[src/rtl/wb_whitebox_mon.sv]
// Passive Wishbone observer: beat statistics, latency tracking,
// sticky timeout/protocol flags and last-beat capture.
module wb_whitebox_mon #(
    parameter int  AW        = 32,
    parameter int  DW        = 32,
    parameter int  CNT_W     = 16,
    parameter int  TO_CYCLES = 256,
    localparam int SW        = DW / 8
) (
    input  logic             wb_clk_i,
    input  logic             wb_rst_i,
    input  logic             wb_cyc_i,
    input  logic             wb_stb_i,
    input  logic             wb_we_i,
    input  logic             wb_ack_o,
    input  logic [AW-1:0]    wb_addr_i,
    input  logic [DW-1:0]    wb_dat_i,
    input  logic [DW-1:0]    wb_dat_o,
    input  logic [SW-1:0]    wb_sel_i,
    input  logic [2:0]       wb_cti_i,
    input  logic             mon_en_i,
    input  logic             clr_i,
    output logic [CNT_W-1:0] rd_cnt_o,
    output logic [CNT_W-1:0] wr_cnt_o,
    output logic [CNT_W-1:0] burst_cnt_o,
    output logic [CNT_W-1:0] max_lat_o,
    output logic             err_timeout_o,
    output logic             err_proto_o,
    output logic [AW-1:0]    last_addr_o,
    output logic [DW-1:0]    last_data_o,
    output logic [SW-1:0]    last_sel_o,
    output logic             last_we_o,
    output logic             last_valid_o
);

    typedef enum logic [1:0] {S_IDLE, S_WAIT, S_BURST} state_t;

    localparam logic [CNT_W-1:0] TO_CNT = CNT_W'(TO_CYCLES);

    state_t           state;
    state_t           state_n;
    logic [CNT_W-1:0] lat_acc;
    logic [CNT_W-1:0] cur_lat;
    logic [AW-1:0]    req_addr;
    logic [SW-1:0]    req_sel;
    logic             req_we;
    logic             req;
    logic             beat;
    logic             cti_inc;
    logic             cti_end;
    logic             changed;
    logic             proto_hit;
    logic             burst_done;
    logic             timeout_hit;

    function automatic logic [CNT_W-1:0] sat_inc(input logic [CNT_W-1:0] v);
        return (&v) ? v : v + CNT_W'(1);
    endfunction

    assign req     = wb_cyc_i & wb_stb_i;
    assign beat    = req & wb_ack_o;
    assign cti_inc = (wb_cti_i == 3'b010);
    assign cti_end = (wb_cti_i == 3'b111);
    assign changed = (wb_addr_i != req_addr) | (wb_we_i != req_we)
                   | (wb_sel_i != req_sel);
    // Latency of the current cycle, counting it; saturates
    assign cur_lat     = (&lat_acc) ? lat_acc : lat_acc + CNT_W'(1);
    assign timeout_hit = req & ~wb_ack_o & (cur_lat >= TO_CNT);

    always_ff @(posedge wb_clk_i) begin
        if (wb_rst_i) state <= S_IDLE;
        else          state <= state_n;
    end

    always_comb begin
        state_n = state;
        if (!mon_en_i) begin
            state_n = S_IDLE;
        end else begin
            unique case (state)
                S_IDLE: begin
                    if (beat && cti_inc)       state_n = S_BURST;
                    else if (req && !wb_ack_o) state_n = S_WAIT;
                end
                S_WAIT: begin
                    if (beat)      state_n = cti_inc ? S_BURST : S_IDLE;
                    else if (!req) state_n = S_IDLE;
                end
                S_BURST: begin
                    if (beat && cti_end) state_n = S_IDLE;
                    else if (!wb_cyc_i)  state_n = S_IDLE;
                end
                default: state_n = S_IDLE;
            endcase
        end
    end

    always_comb begin
        proto_hit  = wb_ack_o & ~req;
        burst_done = 1'b0;
        unique case (state)
            S_WAIT: begin
                if (!req)                      proto_hit = 1'b1;
                else if (!wb_ack_o && changed) proto_hit = 1'b1;
            end
            S_BURST: begin
                if (beat && cti_end) burst_done = 1'b1;
                else if (!wb_cyc_i)  proto_hit  = 1'b1;
            end
            default: ;
        endcase
    end

    always_ff @(posedge wb_clk_i) begin
        if (wb_rst_i) begin
            lat_acc      <= '0;
            req_addr     <= '0;
            req_sel      <= '0;
            req_we       <= 1'b0;
            last_addr_o  <= '0;
            last_data_o  <= '0;
            last_sel_o   <= '0;
            last_we_o    <= 1'b0;
            last_valid_o <= 1'b0;
        end else begin
            if (req) begin
                req_addr <= wb_addr_i;
                req_sel  <= wb_sel_i;
                req_we   <= wb_we_i;
            end
            lat_acc      <= (mon_en_i && req && !wb_ack_o) ? cur_lat : '0;
            last_valid_o <= mon_en_i & beat;
            if (mon_en_i && beat) begin
                last_addr_o <= wb_addr_i;
                last_data_o <= wb_we_i ? wb_dat_i : wb_dat_o;
                last_sel_o  <= wb_sel_i;
                last_we_o   <= wb_we_i;
            end
        end
    end

    // Clear wins over any event in the same cycle
    always_ff @(posedge wb_clk_i) begin
        if (wb_rst_i || clr_i) begin
            rd_cnt_o      <= '0;
            wr_cnt_o      <= '0;
            burst_cnt_o   <= '0;
            max_lat_o     <= '0;
            err_timeout_o <= 1'b0;
            err_proto_o   <= 1'b0;
        end else if (mon_en_i) begin
            if (beat && wb_we_i)  wr_cnt_o    <= sat_inc(wr_cnt_o);
            if (beat && !wb_we_i) rd_cnt_o    <= sat_inc(rd_cnt_o);
            if (burst_done)       burst_cnt_o <= sat_inc(burst_cnt_o);
            if (beat && cur_lat > max_lat_o) max_lat_o <= cur_lat;
            if (timeout_hit) err_timeout_o <= 1'b1;
            if (proto_hit)   err_proto_o   <= 1'b1;
        end
    end

endmodule

[config.mk]
export PLATFORM = sky130hd
export DESIGN_NAME = wb_whitebox_mon
export DESIGN_NICKNAME = d
export VERILOG_FILES = /design/src/rtl/wb_whitebox_mon.sv
export SDC_FILE = /design/constraint.sdc
export NUM_CORES = 1
export LEC_CHECK = 0
export CAP_MARGIN = 20
export CORE_MARGIN = 3
export CORE_UTILIZATION = 35
export CTS_CLUSTER_DIAMETER = 120
export CTS_CLUSTER_SIZE = 28
export DETAILED_ROUTE_END_ITERATION = 12
export SLEW_MARGIN = 25
export SYNTH_ARGS = -nofsm -noshare
export SYNTH_HDL_FRONTEND = slang
export SYNTH_SLANG_ARGS = --single-unit
export TNS_END_PERCENT = 50
[constraint.sdc]
create_clock -name wb_clk_i -period 3.9 [get_ports wb_clk_i]
set_input_delay 0.39 -clock wb_clk_i [delete_from_list [all_inputs] [get_ports wb_clk_i]]
set_output_delay 0.39 -clock wb_clk_i [all_outputs]
set_load 0.005 [all_outputs]
# After elaboration in Yosys (flattened, before gate mapping)
# Index checks and enable logic that the tools add are counted.
dict set report word_totals {
  register_bits 191
  output_inout_bits 136
  elab_cells 91
}
dict set report classes {
  add_sub_neg 4
  order_cmp 2
  eq_ne 10
  muxes 17
  bitwise_logic 15
  reduce_logical 27
}
# op n
set op_table {}
lappend op_table {{adder 16 x 1 -> 16 bit, second input constant} 4}
lappend op_table {{AND reduction 16 bit} 4}
lappend op_table {{2-to-1 mux 32 bit} 1}
lappend op_table {{!= test 32 bit} 1}
lappend op_table {{>= comparator 16 x 9 -> 1 bit, second input constant} 1}
lappend op_table {{> comparator 16 bit} 1}
lappend op_table {{2-to-1 mux 16 bit} 1}
lappend op_table {{2-to-1 mux 2 bit} 7}
lappend op_table {{AND reduction 3 bit} 4}
lappend op_table {{logical AND 1 bit} 10}
lappend op_table {{!= test 3 bit, second input constant} 3}
lappend op_table {{inverter 1 bit} 7}
lappend op_table {{bitwise AND 1 bit} 6}
lappend op_table {{2-to-1 mux 1 bit} 6}
lappend op_table {{case mux 2 bit (3 select lines)} 1}
lappend op_table {{AND reduction 2 bit} 3}
lappend op_table {{!= test 4 bit} 1}
lappend op_table {{OR reduction 2 bit} 2}
lappend op_table {{== test 3 x 2 -> 1 bit, second input constant} 1}
lappend op_table {{== test 3 bit, second input constant} 1}
lappend op_table {{== test 2 x 1 -> 1 bit, second input constant} 1}
lappend op_table {{== test 2 bit, second input constant} 1}
lappend op_table {{zero test 1 bit} 2}
lappend op_table {{zero test 2 bit} 1}
lappend op_table {{other kinds (4)} 5}

# Depth between registers and ports, before layout
dict set report logic_depth {
  depth_word 8
  depth_mapped 14
  depth_no_buf 11
}

# Least setup slack after synthesis
# OpenSTA, ideal clock, no wires.
dict set report synth_timing {
  kind {register to register}
  from {register lat_acc[0]}
  to {register max_lat_o[7]}
  t_arrival_ps 3346
  setup_slack_ps 432
  stages_incl_launch_ff 15
  n_path_buf 3
  path_cell_list {dfxtp_1 ha_1 nand3_1 or4_1 buf_2 and3_4 or2_4 ha_1 a21oi_1 o21ai_0 a221o_1 o31a_1 buf_2 buf_4 mux2i_1}
}
dict set report synth_via {
  elab_chain_cells 5
  word_cells_on_any_way 6
  classes_between {add/sub: 1; order compare: 1; mux: 1; reduce/logical: 3}
}
# element line
set synth_lines {}
lappend synth_lines {{from (decl)} 42} ;# logic [CNT_W-1:0] lat_acc;
lappend synth_lines {{from (signal assigned)} 131} ;# lat_acc <= (mon_en_i && req && !wb_ack_o) ? cur_lat : '0;
lappend synth_lines {{adder 16 x 1 -> 16 bit / AND reduction 16 bit (equally long branches)} 67} ;# assign cur_lat = (&lat_acc) ? lat_acc : lat_acc + CNT_W'(1);
lappend synth_lines {{2-to-1 mux 16 bit *} 67}
lappend synth_lines {{named net cur_lat[5]} 43} ;# logic [CNT_W-1:0] cur_lat;
lappend synth_lines {{> comparator 16 bit *} 155} ;# if (beat && cur_lat > max_lat_o) max_lat_o <= cur_lat;
lappend synth_lines {{logical AND 1 bit *} 155}
lappend synth_lines {{AND reduction 2 bit (no line) *} n/a}
lappend synth_lines {{to (signal assigned)} 155}
lappend synth_lines {{to (decl)} 26} ;# output logic [CNT_W-1:0] max_lat_o,
# Mark *: on every way through the listed nets, which the timed path passes. The rest lies on a longest branch.
# A chain may end at the register's enable or synchronous reset.

# Final worst setup path
dict set report layout_timing {
  from {register lat_acc[0]}
  to {register max_lat_o[2]}
}
# Same word-level chain as after synthesis.

==> flow_summary.toml <==
[sta]
worst_pin_slew_ns = 0.943
rsz0062_at_grt = "no"
fmaxAchievable_mhz = 282
setup_viol = 0
report.final.slew_viol_count = 0
setup_tns_ns = 0
fin_skew_ns = 0.0157
max_slew_margin = 0.370
timing.hold.ws_ns = 0.181
hold_viol = 0
fin_crit_sh = 0.908
fin_crit_ns = 3.54

[yosys]
yosysTopAreaCell = "dfxtp_1"
synth-async-reset-ratio = 0
ys_seq_area_frac = 0.429
ys_types = 55
syn_inst = 1061
synth_top_area_frac = 0.429
synth_flop_cell = "dfxtp_1"
syn_avg_cell_area_um2 = 8.40
synth_warnings = 0
synth_seq_cells = 191
synthTopCellsByArea = "dfxtp_1 43%, nand2_1 8.6%, mux2i_1 5.8%, a21oi_1 5.6%, xnor2_1 5.2%"
synth_common_cells = "205 x nand2_1, 191 x dfxtp_1, 99 x a21oi_1"
syn-num-nets = 1195
synth_area_mm2 = 0.00892
synth.most_common_cell = "nand2_1"
synth-edff-count = 0

[grt]
grt_first_pass_wirelength_um = 41000
grt_overflow = 0
grt_pass1_vias = 7720
grt_max_degree = 107
grtUsageTotal = 0.179
antenna_found_initial = 0

[setup_path]
crit_path_start_kind = "flop"
reg2reg_from = "lat_acc[0]$_SDFF_PP0_"
slowest_stage = "or4_1"
crit_chain = "ha_1 > nand3_1 > or4_1 > buf_4 > a21oi_1 > or2_4 > ha_1 > a21oi_1 > o21ai_0 > a221o_1 > o31a_2 > mux2i_1"
critical-path-max-stage-delay_ns = 0.55
arrival_ns = 3.84
cp_max_fo = 16
path_delay_family = "compound AO/OA/AOI/OAI gates"
crit_start = "lat_acc[0]$_SDFF_PP0_"
cp_data_required_time_ns = 4.20
cp_num_buf_inv = 1
crit_type = "reg -> reg"
end_kind = "flop"

[clock_network]
cts.sinks = 191
hold_buffers = 0
cts_resized = 0
clockBufferDepth = 2
insertion_delay_ns = 0.43
cts_tree = "done"
cts_root_buf = "clkbuf_16"
postCtsSetupBuffers = 0
cts_made_buffers = 17
path_clk_slew_ns = 0.08
htree_levels = 4

[die]
dieArea_mm2 = 0.0274
die_h_um = 166
start_util = 0.361
row_count = 57
core_mm2 = 0.0247
io_pins = 247
die_w_um = 166

[route]
via_count = 8156
ant_nets = 0
wl_um = 25500
initialDrtViolationCount = 401
drc_errors = 0
wl_per_cell_um = 15.8
drt_pass1_iterations = 5
via_per_inst = 5.04

[hold_path]
hp-start = "wb_rst_i"
hold_path.class = "in -> reg"

[final_layout]
fillCellCount = 2442
finalCoreUtilization = 0.499
num-nets-final = 1415
drive_above_1_share = 0.0533
areaGrowthSynthToFinish_pct = 38.0
insertedDiodeCount = 0
regArea_mm2 = 0.00382
multi_input_area_mm2 = 0.00475

[place]
portBuffers = 246
dp_hpwl_um = 18500
gp_congestion = 0.909

[outcome]
outcome = "complete, no violations"

[pwr]
p_per_area_mw_per_mm2 = 339
p_leak_uw = 0.00420
vdd_ir_drop_max_uv = 288
p_total_uw = 4170

[flow_run]
maxCapViolCount = 0
[sequential cells by signal, indices dropped and copies added (netlist names), 2 cells and up]
name and flops:
burst_cnt_o 16, last_addr_o 32, last_data_o 32, last_sel_o 4, lat_acc 16, max_lat_o 16
rd_cnt_o 16, req_addr 32, req_sel 4, state 2, wr_cnt_o 16
[area by class of cell]
type                       instances  area share
clock buffer                      17      0.0346
inverter                          33      0.0101
clock inverter                    15      0.0154
timing repair buffer             260       0.210
multi-input combinational        778       0.386
tap                              324      0.0330
sequential                       191       0.311
[through the flow]
| step | cell area (um2) | std cells | setup slack (ns) |
|---|---|---|---|
| after CTS | 12300 | 1617 | 0.0924 |
| after global routing | 12300 | 1618 | 0.100 |
| after detailed placement | 11700 | 1585 | 0.0951 |
| after floorplan | 8920 | 1061 | 0.432 |
| after global placement | 11700 | 1585 | 0.153 |
| final | 12300 | 1618 | 0.358 |
[per-layer routing]
metal | up-vias | global-route usage | part of all wire
li1 | 4152 | - | -
met1 | 3754 | 0.233 | 0.45
met2 | 229 | 0.296 | 0.47
met3 | 21 | 0.0517 | 0.064
met4 | 0 | 0.0405 | 0.013
met5 | - | 0 | 0
[logic make-up after synthesis]
logic type / count (synthesis) / synth area share
adders and majority gates: 23 / 0.0323
and+or+nand+nor: 430 / 0.228
muxes: 56 / 0.0634
xor gates and xnor gates: 71 / 0.0697
buffers and inverters: 92 / 0.0396
DFF: 191 / 0.429
AOI/OAI and AO/OA: 198 / 0.138
[worst register-to-register path: cells and delay by family (launching register included)]
kind / cells / cell delay [ns]
AO/OA/AOI/OAI: 5 / 1.30
adder cells (fa/ha/maj): 2 / 0.46
buffers and inverters: 1 / 0.19
flip-flops: 1 / 0.39
multiplexers: 1 / 0.19
AND/OR/NAND/NOR: 3 / 0.90
[final timing paths]
kind                                                     end  slack [ns]  depth (start not counted)
worst max register to register     max_lat_o[2]$_SDFFE_PP0P_        0.36                         12
worst min register to register  last_addr_o[28]$_SDFFE_PP0P_        0.45                          2
worst max-delay path               max_lat_o[2]$_SDFFE_PP0P_        0.36                         12
worst min-delay path                  last_we_o$_SDFFE_PP0P_        0.18                          2
[cell usage in the layout, fill, tap and decap left out, drive strengths merged, types with 2 or more instances in the layout]
cell / netlist / layout
nand4: 27 / 27
o2111ai: 8 / 8
o21ai: 18 / 18
clkbuf: 49 / 17
and2: 7 / 7
nand3: 18 / 18
or4: 6 / 6
nor2: 78 / 78
nor3: 14 / 14
or2: 6 / 6
xnor2: 53 / 53
and3: 15 / 15
buf: 10 / 16
a211oi: 33 / 33
clkdlybuf4s50: 0 / 244
nand2b: 3 / 3
a21oi: 99 / 99
o31ai: 3 / 3
o211ai: 13 / 13
a311oi: 2 / 2
nor2b: 11 / 11
o31a: 4 / 4
nand2: 205 / 205
nor4: 17 / 17
dfxtp: 191 / 191
clkinv: 0 / 7
a31oi: 4 / 4
mux2i: 52 / 52
or3: 11 / 11
clkinvlp: 0 / 2
o41ai: 3 / 3
xor2: 18 / 18
and4: 10 / 10
ha: 23 / 23
inv: 33 / 39
mux2: 4 / 4
[report_power, final]
group | switching [uW] | leakage [uW] | internal, uW
Combinational | 175 | 0.00237 | 208
Clock | 895 | 0.000290 | 880
Sequential | 22.4 | 0.00155 | 1990
Total | 1090 | 0.00420 | 3070
Note: power is estimated with default switching activity, not from simulation.
